===== src/rtl/pci_pkg.sv =====
// Shared types and defaults for the PCI segment arbiter.
package pci_pkg;

   typedef enum logic [1:0] {
      PARK  = 2'd0,
      GRANT = 2'd1,
      BUSY  = 2'd2,
      DEAD  = 2'd3
   } arb_state_t;

   localparam int unsigned PCI_TIMEOUT_DEF = 16;

endpackage


===== src/rtl/pci_arbiter_rr_picker.sv =====
// Combinational round-robin search: first unmasked requester above 'last', wrapping.
module rr_picker #(
   parameter int unsigned N  = 4,
   parameter int unsigned IW = $clog2(N)
) (
   input  logic [N-1:0]  req,
   input  logic [IW-1:0] last,
   input  logic [N-1:0]  mask,
   output logic [IW-1:0] grant_idx,
   output logic          any
);

   always_comb begin
      grant_idx = '0;
      any       = 1'b0;
      for (int unsigned k = 1; k <= N; k++) begin
         logic [IW-1:0] c;
         c = IW'((32'(last) + k) % N);
         if (!any && req[c] && !mask[c]) begin
            any       = 1'b1;
            grant_idx = c;
         end
      end
   end

endmodule


===== src/rtl/pci_arbiter.sv =====
// Central PCI REQ#/GNT# arbiter: round-robin, hidden arbitration, parking,
// one-clock handover gap and revocation of grants that never start.
module pci_arbiter
   import pci_pkg::*;
#(
   parameter int unsigned N       = 4,
   parameter int unsigned TIMEOUT = PCI_TIMEOUT_DEF,
   parameter bit          PARK_EN = 1'b1,
   parameter int unsigned PARK_ID = 0
) (
   input  logic                 CLK,
   input  logic                 RST,
   input  logic [N-1:0]         REQ_N,
   input  logic                 FRAME,
   input  logic                 IRDY,
   output logic [N-1:0]         GNT_N,
   output logic [$clog2(N)-1:0] OWNER,
   output logic                 TIMEOUT_ERR
);

   localparam int unsigned IW = $clog2(N);
   localparam int unsigned CW = $clog2(TIMEOUT + 1);

   arb_state_t    state_q, state_d;
   logic [N-1:0]  gnt_n_q, gnt_n_d;
   logic [IW-1:0] owner_q, owner_d;
   logic          tmo_err_q, tmo_err_d;
   logic [CW-1:0] cnt_q, cnt_d;
   logic          idle_q, idle_d;
   logic [N-1:0]  skip_q, skip_d;

   logic [N-1:0]  req;
   logic [N-1:0]  owner_oh;
   logic [IW-1:0] win_idx;
   logic          win_any;
   logic          start;
   logic [CW-1:0] cnt_inc;
   logic          tmo;

   assign req      = ~REQ_N;
   assign owner_oh = N'(1) << owner_q;
   assign start    = !FRAME && idle_q;
   assign cnt_inc  = cnt_q + CW'(idle_q);
   assign tmo      = (cnt_inc == CW'(TIMEOUT));

   rr_picker #(.N(N), .IW(IW)) u_picker (
      .req       (req),
      .last      (owner_q),
      .mask      (skip_q),
      .grant_idx (win_idx),
      .any       (win_any)
   );

   // Next state; the grant vector is derived from where the FSM is going.
   always_comb begin
      state_d   = state_q;
      owner_d   = owner_q;
      cnt_d     = cnt_q;
      tmo_err_d = 1'b0;
      skip_d    = skip_q;
      idle_d    = FRAME && IRDY;
      gnt_n_d   = '1;

      case (state_q)
         PARK: begin
            if (win_any) begin
               if (!PARK_EN || (win_idx == IW'(PARK_ID))) begin
                  state_d = GRANT;
                  owner_d = win_idx;
                  cnt_d   = '0;
               end else begin
                  state_d = DEAD;
               end
            end
         end
         GRANT: begin
            if (tmo) begin
               state_d   = DEAD;
               tmo_err_d = 1'b1;
               skip_d    = owner_oh;
            end else if (start) begin
               state_d = BUSY;
            end else if (!req[owner_q]) begin
               state_d = DEAD;
            end else begin
               cnt_d = cnt_inc;
            end
         end
         BUSY: begin
            if ((req & ~owner_oh) != '0) begin
               state_d = DEAD;
            end else if (FRAME && IRDY) begin
               state_d = GRANT;
               cnt_d   = '0;
            end
         end
         DEAD: begin
            skip_d = '0;
            if (win_any) begin
               state_d = GRANT;
               owner_d = win_idx;
               cnt_d   = '0;
            end else begin
               state_d = PARK;
            end
         end
         default: state_d = PARK;
      endcase

      case (state_d)
         GRANT, BUSY: gnt_n_d = ~(N'(1) << owner_d);
         PARK:        gnt_n_d = PARK_EN ? ~(N'(1) << PARK_ID) : '1;
         default:     gnt_n_d = '1;
      endcase
   end

   always_ff @(posedge CLK or posedge RST) begin
      if (RST) begin
         state_q   <= PARK;
         gnt_n_q   <= '1;
         owner_q   <= IW'(PARK_ID);
         tmo_err_q <= 1'b0;
         cnt_q     <= '0;
         idle_q    <= 1'b1;
         skip_q    <= '0;
      end else begin
         state_q   <= state_d;
         gnt_n_q   <= gnt_n_d;
         owner_q   <= owner_d;
         tmo_err_q <= tmo_err_d;
         cnt_q     <= cnt_d;
         idle_q    <= idle_d;
         skip_q    <= skip_d;
      end
   end

   assign GNT_N       = gnt_n_q;
   assign OWNER       = owner_q;
   assign TIMEOUT_ERR = tmo_err_q;

endmodule


===== config.mk =====
export PLATFORM = sky130hd
export DESIGN_NAME = pci_arbiter
export DESIGN_NICKNAME = d
export VERILOG_FILES = /design/src/rtl/pci_pkg.sv /design/src/rtl/pci_arbiter_rr_picker.sv /design/src/rtl/pci_arbiter.sv
export SDC_FILE = /design/constraint.sdc
export NUM_CORES = 1
export LEC_CHECK = 0
export CAP_MARGIN = 10
export CORE_UTILIZATION = 25
export DETAILED_ROUTE_END_ITERATION = 16
export PLACE_DENSITY = 0.45
export SYNTH_ARGS = -nofsm -noshare
export SYNTH_HDL_FRONTEND = slang
export SYNTH_SLANG_ARGS = --single-unit

===== constraint.sdc =====
create_clock -name CLK -period 6.3 [get_ports CLK]
set_clock_uncertainty 0.1 [all_clocks]
set_input_delay 0.945 -clock CLK [delete_from_list [all_inputs] [get_ports CLK]]
set_output_delay 0.945 -clock CLK [all_outputs]
set_load 0.005 [all_outputs]

After elaboration in Yosys (flattened, before gate mapping)
Cells that the tools add are included.
{ "word_totals": {"reg_bits": 19, "in_bits": 8, "output_inout_bits": 7, "word_cells": 116} }
{ "classes": {"n_addsub": 5, "magnitude_cmp": 5, "n_eq_ne": 15, "shift": 2, "n_mux": 53, "bitwise": 4, "reduce_logical": 25} }
{ "ops": {"columns": ["op", "count"], "rows": [
  ["5-bit 2-to-1 mux", 8],
  ["2-bit 2-to-1 mux", 14],
  ["5-bit case mux with 4 select lines", 1],
  ["1-bit binary-select mux with 2-bit select", 9],
  ["1-bit 2-to-1 mux", 16],
  ["4-bit case mux with 2 select lines", 2],
  ["2-bit by 3-bit less-than comparator with 1-bit output, second input constant", 5],
  ["2-bit inequality test, second input constant", 7],
  ["4-bit inverter", 3],
  ["1-bit logical AND", 9],
  ["1-bit zero test", 8],
  ["2-bit case mux with 4 select lines", 1],
  ["8-bit AND reduction", 1],
  ["1-bit by 2-bit left shift with 4-bit output, first input constant", 2],
  ["2-bit equality test, second input constant", 3],
  ["2-bit zero test", 3],
  ["5-bit by 1-bit adder with 5-bit output", 1],
  ["5-bit equality test, second input constant", 1],
  ["2-bit by 1-bit adder with 2-bit output, second input constant", 2],
  ["2-bit adder, second input constant", 2],
  ["4-bit bitwise AND", 1],
  ["2-bit by 1-bit equality test with 1-bit output, second input constant", 2],
  ["4-bit 2-to-1 mux", 1],
  ["2-bit by 1-bit inequality test with 1-bit output, second input constant", 2],
  ["5 further kinds", 5]
]} }

Logic depth before layout (Yosys ltp)
Gate-level depths: netlist (run 1).
{ "depth": {"word_depth": 25, "ltp_mapped": 12, "ltp_nobuf": 11} }

Modules after synthesis
A second synthesis (run 1) with hierarchy kept.
{ "unflattened": {"hier_cells": 138, "hier_area_um2": 1303.8} }
{ "modules_own_cells": {"columns": ["mod", "n_inst", "cells_each", "area_per_inst_um2", "seq_area_each_um2"], "rows": [
  ["pci_arbiter", 1, 121, 1177.4, 481.7],
  ["rr_picker", 1, 17, 126.4, 0.0]
]} }

Worst setup path after synthesis (run 1)
OpenSTA, ideal clock, no wires.
{ "synth_path": {"path_type": "register to register", "from": "register owner_q[1] (netlist: OWNER[1])", "to": "register gnt_n_q[1] (netlist: GNT_N[1])", "setup_time_ns": 0.087, "arrival_time_ns": 2.670, "required_time_ns": 6.113, "setup_slack_ns": 3.443, "stages_incl_launch_ff": 12, "n_path_buf": 1, "synth_period_minus_slack_ns": 2.857, "cell_sequence": "dfrtp_1 > buf_2 > inv_1 > ha_1 > or3_2 > o221a_2 > a21oi_2 > a21oi_1 > mux2_2 > ha_1 > nor2_1 > o21ai_0"} }
{ "synth_via": {"elab_chain_len": 25, "elab_cells_between_ends": 68, "classes_between": "add/sub (4); eq/ne (2); shift (2); mux (39); bitwise (3); reduce/logical (18)"} }
{ "synth_rtl": {"columns": ["element", "line_no", "text"], "rows": [
  ["from (decl)", "pci_arbiter.sv:26", "logic [IW-1:0] owner_q, owner_d;"],
  ["from (signal assigned)", "pci_arbiter.sv:121", "owner_q <= IW'(PARK_ID);"],
  ["from (signal assigned)", "pci_arbiter.sv:129", "owner_q <= owner_d;"],
  ["2-bit by 1-bit adder with 2-bit output", "pci_arbiter_rr_picker.sv:18", "c = IW'((32'(last) + k) % N);"],
  ["1-bit binary-select mux with 2-bit select", "pci_arbiter_rr_picker.sv:19", "if (!any && req[c] && !mask[c]) begin"],
  ["1-bit 2-to-1 mux (implied by the code)", "pci_arbiter_rr_picker.sv:19", null],
  ["1-bit zero test", "pci_arbiter_rr_picker.sv:19", null],
  ["1-bit logical AND", "pci_arbiter_rr_picker.sv:19", null],
  ["1-bit 2-to-1 mux", "pci_arbiter_rr_picker.sv:19", null],
  ["1-bit zero test", "pci_arbiter_rr_picker.sv:19", null],
  ["1-bit logical AND (2 in a row)", "pci_arbiter_rr_picker.sv:19", null],
  ["(+10 left out)", null, null],
  ["2-bit 2-to-1 mux", "pci_arbiter.sv:67", "if (!PARK_EN || (win_idx == IW'(PARK_ID))) begin"],
  ["2-bit 2-to-1 mux", "pci_arbiter.sv:66", "if (win_any) begin"],
  ["2-bit case mux with 4 select lines (*)", "pci_arbiter.sv:64", "case (state_q)"],
  ["net state_d[1]", "pci_arbiter.sv:24", "arb_state_t state_q, state_d;"],
  ["2-bit by 1-bit equality test with 1-bit output or 2-bit equality test (tied branches)", "pci_arbiter.sv:110", "case (state_d)"],
  ["2-bit OR reduction", "pci_arbiter.sv:110", null],
  ["4-bit case mux with 2 select lines (*)", "pci_arbiter.sv:110", null],
  ["net gnt_n_d[1]", "pci_arbiter.sv:25", "logic [N-1:0] gnt_n_q, gnt_n_d;"],
  ["to (signal assigned)", "pci_arbiter.sv:128", "gnt_n_q <= gnt_n_d;"],
  ["to (decl)", "pci_arbiter.sv:25", null]
]} }
Mark *: on every way through the listed nets, which the timed path passes. The rest lies on a longest branch. The select of a mux whose other input is x is not followed.
A chain may end at the register's enable or synchronous reset.

Worst setup path after layout (run 1)
{ "layout_path": {"from": "input port REQ_N[3]", "to": "register gnt_n_q[1] (netlist: GNT_N[1])"} }
{ "layout_via": {"elab_chain_len": 24, "elab_cells_between_ends": 51, "classes_between": "eq/ne (2); shift (1); mux (31); bitwise (3); reduce/logical (14)"} }
{ "layout_rtl": {"columns": ["element", "line_no", "text"], "rows": [
  ["from (decl)", "pci_arbiter.sv:13", "input logic [N-1:0] REQ_N,"],
  ["4-bit inverter (*)", "pci_arbiter.sv:40", "assign req = ~REQ_N;"],
  ["1-bit binary-select mux with 2-bit select", "pci_arbiter_rr_picker.sv:19", null],
  ["1-bit 2-to-1 mux (implied by the code)", "pci_arbiter_rr_picker.sv:19", null],
  ["1-bit logical AND", "pci_arbiter_rr_picker.sv:19", null],
  ["1-bit 2-to-1 mux", "pci_arbiter_rr_picker.sv:19", null],
  ["1-bit zero test", "pci_arbiter_rr_picker.sv:19", null],
  ["1-bit logical AND (2 in a row)", "pci_arbiter_rr_picker.sv:19", null],
  ["1-bit 2-to-1 mux", "pci_arbiter_rr_picker.sv:19", null],
  ["(+9 left out)", null, null],
  ["2-bit 2-to-1 mux", "pci_arbiter.sv:67", null],
  ["2-bit 2-to-1 mux", "pci_arbiter.sv:66", null],
  ["2-bit case mux with 4 select lines (*)", "pci_arbiter.sv:64", null],
  ["net state_d[1]", "pci_arbiter.sv:24", null],
  ["2-bit by 1-bit equality test with 1-bit output or 2-bit equality test (tied branches)", "pci_arbiter.sv:110", null],
  ["2-bit OR reduction", "pci_arbiter.sv:110", null],
  ["4-bit case mux with 2 select lines (*)", "pci_arbiter.sv:110", null],
  ["net gnt_n_d[1]", "pci_arbiter.sv:25", null]
]} }
Marked as above.

==> results of run 1 <==
## logic make-up (layout without fill, tap and decap cells)
| logic type | after synthesis | in the layout | synth area share |
|---|---|---|---|
| adders and majority gates | 12 | 12 | 0.106 |
| and+or+nand+nor | 49 | 49 | 0.168 |
| muxes | 7 | 7 | 0.0601 |
| AOI/OAI and AO/OA | 52 | 52 | 0.276 |
| buffers and inverters | 16 | 30 | 0.0495 |
| DFF | 19 | 19 | 0.340 |
## per-stage QoR
step                utilization  instances
floorplan                     -        155
detailed placement        0.296        237
CTS                       0.304        241
finish                    0.304        241
global route              0.304        241
global placement          0.296        237
## worst register-to-register path, delay by kind of cell, from the launching register on
kind	cells	cell delay, ns
AOI/OAI and AO/OA	4	0.73
adders and majority gates	2	0.57
buffers and inverters	1	0.17
DFF	1	0.63
muxes	1	0.29
and+or+nand+nor	2	0.64
## cells in the final DEF (no fill, tap or decap), types with 2 or more instances in the layout
cell / count
nand3_1: 4
o221ai_1: 5
clkdlybuf4s50_1: 14
o21ai_2: 2
o22ai_1: 6
o2bb2ai_1: 3
o21ai_0: 6
mux2i_1: 4
inv_1: 12
clkbuf_8: 3
nor2b_1: 5
a22oi_1: 2
a21oi_1: 6
mux2_2: 2
or3_1: 3
o221a_2: 3
a211oi_1: 2
dfstp_2: 5
a22o_1: 5
dfrtp_1: 14
nand2_1: 13
o31ai_1: 3
nor2_1: 13
ha_1: 12
nor3_1: 4
## power by group through the flow
stage / clock network, mW / logic [mW] / registers (mW)
after global routing: 0.0950 / 0.505 / 0.200
final: 0.0853 / 0.451 / 0.195
after global placement: 0 / 0.441 / 0.196
after floorplan: 0 / 0.340 / 0.183
after detailed placement: 0 / 0.446 / 0.197
after CTS: 0.0888 / 0.449 / 0.196
## layout make-up
type                    instances  share of cell area
well taps                      72              0.0541
flip-flops and latches         19               0.289
clock buffers                   4              0.0270
repair buffers                 14              0.0841
multi-input cells             120               0.518
inverters                      12              0.0270
## per-layer routing
metal	vias up	part of all wire	routed length, µm
li1	612	-	-
met1	622	0.47	1630
met2	40	0.47	1610
met3	6	0.047	162
met4	0	0.017	58
met5	-	0	0
## path summary, 6_finish.rpt
kind                            startpoint         to  slack (ns)  depth (start not counted)
worst min register to register    cnt_q[4]   cnt_q[4]        0.42                          1
max in group asynchronous              RST  skip_q[1]        4.62                          2
worst max-delay path              REQ_N[3]   GNT_N[1]        2.94                          9
worst max register to register    OWNER[1]   GNT_N[1]        3.09                         10
worst min-delay path              cnt_q[4]   cnt_q[4]        0.42                          1
min in group asynchronous              RST   cnt_q[0]        1.02                          2
## registers in the layout, summed over array words and instances (netlist names)
register / flops
OWNER: 2
cnt_q: 5
GNT_N: 4
skip_q: 4
idle_q: 1
state_q: 2
TIMEOUT_ERR: 1
==> summary.md, run 1 <==
| Metric | Value |
|---|---|
| Int Power | slightly above 0.4 mW |
| Critical Path AT | about 3.4 ns |
| Critical Path RT | 6.37 ns |
| Largest net degree at the start of global routing | 20 |
| Setup Viol. Count Final | 0 |
| Crit-path cells | clkdlybuf4s50_1 -> mux4_2 -> o21ai_2 -> a21oi_1 -> or3_1 -> mux2_2 -> ha_1 -> nor2_1 -> o21ai_0 |
| Synth area leaders | dfrtp_1 (25%), ha_1 (11%), dfstp_2 (9.3%), nand2_1 (3.4%), nor2_1 (3.4%) |
| Least-Margin Pin Slew | 0.743 ns |
| Synthesis warning total | 0 |
| Hold-fix buffer count after cts | 0 |
| Period minus WS final | around 3.4 ns |
| Clock group share of total power | 0.117 |
| Fin area | approximately 1700 µm² |
| Drt initial violations | 43 |
| Met1 Use GR | 0.159 |
| Post-synth top cells | dfrtp_1 (14), nand2_1 (13), nor2_1 (13) |
| CTS tree | built |
| Cell row count | 27 |
| Clk_lat worst skew | 0.25 ns |
| Met3 global-route usage | 0.0167 |
| Share of layout cells above drive strength 1 | 0.112 |
| Crit path capture type | flip-flop |
| Peak Freq | around 300 MHz |
| CP startpoint kind | input port |
| Ant diodes | 0 |
| RSZ-0062 raised after global routing | no |
| Vias in the first global route | roughly 1,200 |
| Global Route Usage Sum | 0.119 |
| Final Power | approximately 0.73 mW |
| Die height | around 77 µm |
| P&R area growth vs syn | 17.7% |
| Leak pwr | approximately 0.7 nW |
| Switching pwr | about 0.33 mW |
| Min setup slack post-route | 2.94 ns |
| Drt wl/cell | between 10 and 15 µm |
| Register area | roughly 480 µm² |
| Die X | 77.2 µm |
| ANT nets after route | 0 |
| H-tree lvl count | 1 |
| Final Hold Fails | 0 |
| Drc violations | 0 |
| Hold Crit Class | reg2reg |
| WP buf/inv | 1 |
| Hpwl dp | about 2700 µm |
| Yosys top cell by area | dfrtp_1 |
| Combinational power share | 0.616 |
| Worst Hold Margin | roughly 0.42 ns |
| Syn_nets | around 180 |
| PortBufs | 14 |
| Pins Over Slew Limit | 0 |
| Top cell type's share of synthesized area | 0.248 |
| Final WL | 3460 µm |
| Cell count after synthesis | 155 |
| Sequential Power Share | 0.267 |
| Post-synth EDFFs | 0 |
| CTS buffer count | 3 |
| Root Driver | clkbuf_8 |
| Starting Density | 0.259 |
| Reg clk slew, reported paths | 0.07 ns |
| Vias post-DR | roughly 1,300 |
| Synth Flop Type | dfrtp_1 |
| Io pins | 15 |
| CP Max Fanout | 8 |
| Max_slew headroom | 0.504 |
| Total gr overflow | 0 |
| Post-Place Cell Area | 1620 µm² |
| Max-Cap Viols | 0 |
| DIE AREA | 5970 µm² |
| Post-CTS sizing | 0 |
| Setup CP Type | in2reg |
| Setup TNS | 0 ns |
| Place WS | 2.71 ns |
| CP max-delay cell | mux4_2 |
| Net Sw Frac | 0.445 |
| Initial antenna violation count | 0 |
| First-pass iteration count of the detailed router | 4 |
| Crit-path max cell delay | roughly 0.57 ns |
| Sequential-to-total area share from yosys stat | 0.340 |
| Power Density | 439 nW/µm² |
| GPL Wtd Cong | 0.796 |
| Synth cell types | 43 |
| Multi-input logic area | 863 µm² |
| Core ar. | 5470 µm² |
| Global-route wire length before repair | roughly 5700 µm |
| Async set or reset register ratio after synthesis | 1.00 |
| Nets | between 150 and 200 |
| CTS Buffer Depth | 2 |
| Worst IR Drop VDD | 0.218 mV |
| DR vias/cell | 5.31 |
| Setup Buffers After CTS | 0 |
| GR peak layer | met2 |
| Post-Syn Area | 1420 µm² |
| Count leader, synth | dfrtp_1 |
| CP top delay family | multiplexers |
| Status | finished clean |
| Mean Syn Cell Area | between 9 and 10 µm² |
| Fin crit share | 0.533 |
| Synth Register Bits | 19 |
| # fillers | 591 |
| CTS Sinks | 19 |
| GR Util met2 | 0.193 |
Power figures use the tool's default switching activity.
==> run 2: changes to the inputs <==
clock period = 3.1 ns   (was 6.3 ns; I/O delays follow)
==> run 2 against run 1 <==
Against the previous run: global-route usage is 0.21 points lower; clock-buffer cell count is 1 lower; combinational power is 110% higher; first-iteration DRC count is 12% lower; non-clock buffer count is 8 higher; wire length is 0.87% lower; largest cell class unchanged.
==> summary.md, run 2 (synthesis results as in run 1) <==
| Metric | Value |
|---|---|
| Status | finished clean |
| GPL Wtd Cong | 0.827 (+3.9%) |
| Die X | 77.2 µm (unchanged) |
| Net Sw Frac | 0.437 (-0.00785) |
| Least-Margin Pin Slew | 0.760 ns (+0.0175 ns) |
| P&R area growth vs syn | 22.0% |
| Crit-path cells | ha_1 -> ha_1 -> nor3b_1 -> nand3_1 -> o21ai_1 -> buf_4 -> a221oi_1 -> o221a_2 -> ha_1 -> inv_1 -> o31a_1 |
| CTS Buffer Depth | 2 (unchanged) |
| Post-CTS sizing | 0 (unchanged) |
| Drc violations | 0 (unchanged) |
| R2r setup slk | 0.27 ns (-2.82 ns) |
| Launching point of the worst reg2reg path | idle_q |
| Period minus WS final | roughly 2.8 ns |
| CP Max Fanout | 6 (-2) |
| CTS Sinks | 19 (unchanged) |
| Switching pwr | 0.661 mW (+100%) |
| PortBufs | 14 (unchanged) |
| DR vias/cell | 5.16 (-2.8%) |
| Root Driver | clkbuf_8 |
| Setup TNS | 0 ns (unchanged) |
| CP top delay family | compound AO/OA/AOI/OAI gates |
| CTS tree | built |
| Clock group share of total power | 0.119 (+0.002) |
| Setup CP Type | reg2reg |
| Final Hold Fails | 0 (unchanged) |
| Int Power | 0.852 mW (+110%) |
| Most flop-heavy register | cnt_q |
| Fin crit share | 0.913 |
| Global-route wire length before repair | 5700 µm (+0.72%) |
| Die height | 77.2 µm (unchanged) |
| Hpwl dp | 2660 µm (-1.9%) |
| Hold Crit Class | reg2reg |
| Critical Path RT | 3.19 ns (-3.18 ns) |
| Io pins | 15 (unchanged) |
| Combinational power share | 0.640 (+0.024) |
| Max_slew headroom | 0.493 (-0.0117) |
| Hold-fix buffer count after cts | 0 (unchanged) |
| Drt wl/cell | 13.8 µm (-4.1%) |
| Crit path capture type | flip-flop |
| Critical Path End | GNT_N[0] |
| Initial antenna violation count | 0 (unchanged) |
| Nets | 198 (+4.2%) |
| Vias post-DR | 1,285 (+0.39%) |
| Leak pwr | 0.744 nW (+6.1%) |
| Share of layout cells above drive strength 1 | 0.158 (+0.0458) |
| ANT nets after route | 0 (unchanged) |
| Global Route Usage Sum | 0.117 (-0.00213) |
| Core ar. | 5470 µm² (unchanged) |
| Max-Cap Viols | 0 (unchanged) |
| Clk_lat worst skew | 0.26 ns (about the same) |
| Setup Viol. Count Final | 0 (unchanged) |
| WP buf/inv | 2 (+1) |
| DIE AREA | 5970 µm² (unchanged) |
| Cell mode on critical path | ha_1 |
| Worst Hold Margin | 0.426 ns (+0.00302 ns) |
| RSZ-0062 raised after global routing | no |
| Reg2reg path depth | 11 (+1) |
| Largest net degree at the start of global routing | 20 (unchanged) |
| CP Depth | 11 (+2) |
| Drt initial violations | 38 (-12%) |
| Critical path launch point | idle_q |
| First-pass iteration count of the detailed router | 4 (unchanged) |
| Crit-path max cell delay | 0.55 ns (-0.02 ns) |
| Power Density | 876 nW/µm² (+99%) |
| Total gr overflow | 0 (unchanged) |
| Cell row count | 27 (unchanged) |
| Vias in the first global route | 1,246 (+0.080%) |
| Ant diodes | 0 (unchanged) |
| Critical Path AT | 2.92 ns (-0.51 ns) |
| Number of flip-flops in the largest register | 5 (unchanged) |
| Setup Buffers After CTS | 0 (unchanged) |
| Final Util | 0.316 (+0.0112) |
| Most frequent cells in the layout | dfrtp_1 (14), clkdlybuf4s50_1 (14), nand2_1 (13), nor2_1 (13) |
| Final WL | 3430 µm (-0.87%) |
| CP startpoint kind | flip-flop |
| Starting Density | 0.259 (unchanged) |
| Worst IR Drop VDD | 0.580 mV (+170%) |
| RR Endpoint | GNT_N[0] |
| Pins Over Slew Limit | 0 (unchanged) |
| CP max-delay cell | dfstp_2 |
| CTS buffer count | 3 (unchanged) |
| Peak Freq | approximately 350 MHz |
| H-tree lvl count | 1 (unchanged) |
| Sequential Power Share | 0.241 (-0.026) |
| Reg clk slew, reported paths | 0.08 ns (about the same) |
-- run 2: cell count changes in the layout (fill, tap and decap cells not counted), sizes merged --
cell and delta:
clkinv +1, clkbuf -1, buf +8
-- run 2: worst register-to-register path, delay by kind of cell (launching register included) --
family / cells / cell delay (ns)
DFF: 1 / 0.55
AOI/OAI and AO/OA: 4 / 0.76
buffers and inverters: 2 / 0.23
and+or+nand+nor: 2 / 0.41
adders and majority gates: 3 / 0.72
-- run 2: power by group through the flow --
stage	combinational [mW]	clock (mW)	sequential, mW
6_report	0.968	0.180	0.364
5_1_grt	1.07	0.199	0.372
4_1_cts	0.973	0.185	0.365
3_5_place_dp	0.970	0	0.367
3_3_place_gp	0.959	0	0.368
2_1_floorplan	0.692	0	0.373
-- run 2: per-stage QoR --
step | area, µm² | power [mW] | instances | setup slack, ns
floorplan | 1420 | 1.06 | 155 | 0.243
global placement | 1680 | 1.33 | 245 | 0.154
detailed placement | 1680 | 1.34 | 245 | 0.0801
CTS | 1730 | 1.52 | 249 | 0.262
global route | 1730 | 1.64 | 249 | 0.104
finish | 1730 | 1.51 | 249 | 0.269
-- run 2: cell type report --
class	instances	area, µm²
Multi-Input combinational cell	120	863
Tap cell	72	90.1
Sequential cell	19	482
Timing Repair Buffer	22	200
Inverter	12	45.0
Clock inverter	1	5.00
Clock buffer	3	41.3
Fill cell	567	3750
-- run 2: how the worst min path moves through the flow --
stage	cells past startpoint	start	endpoint	slack [ns]
finish	1	cnt_q[4]	cnt_q[4]	0.43
global route	1	cnt_q[4]	cnt_q[4]	0.46
CTS	1	cnt_q[4]	cnt_q[4]	0.43
detailed placement	1	cnt_q[4]	cnt_q[4]	0.41
global placement	1	cnt_q[4]	cnt_q[4]	0.40
floorplan	1	RST	OWNER[0]	0.31
-- run 2: per-layer routing --
metal | routed length [µm] | vias up | track usage | part of all wire
met5 | 0 | - | 0 | 0
met4 | 63 | 0 | 0.0434 | 0.018
met3 | 86 | 8 | 0.0167 | 0.025
met2 | 1550 | 23 | 0.184 | 0.45
met1 | 1730 | 623 | 0.162 | 0.50
li1 | - | 631 | - | -
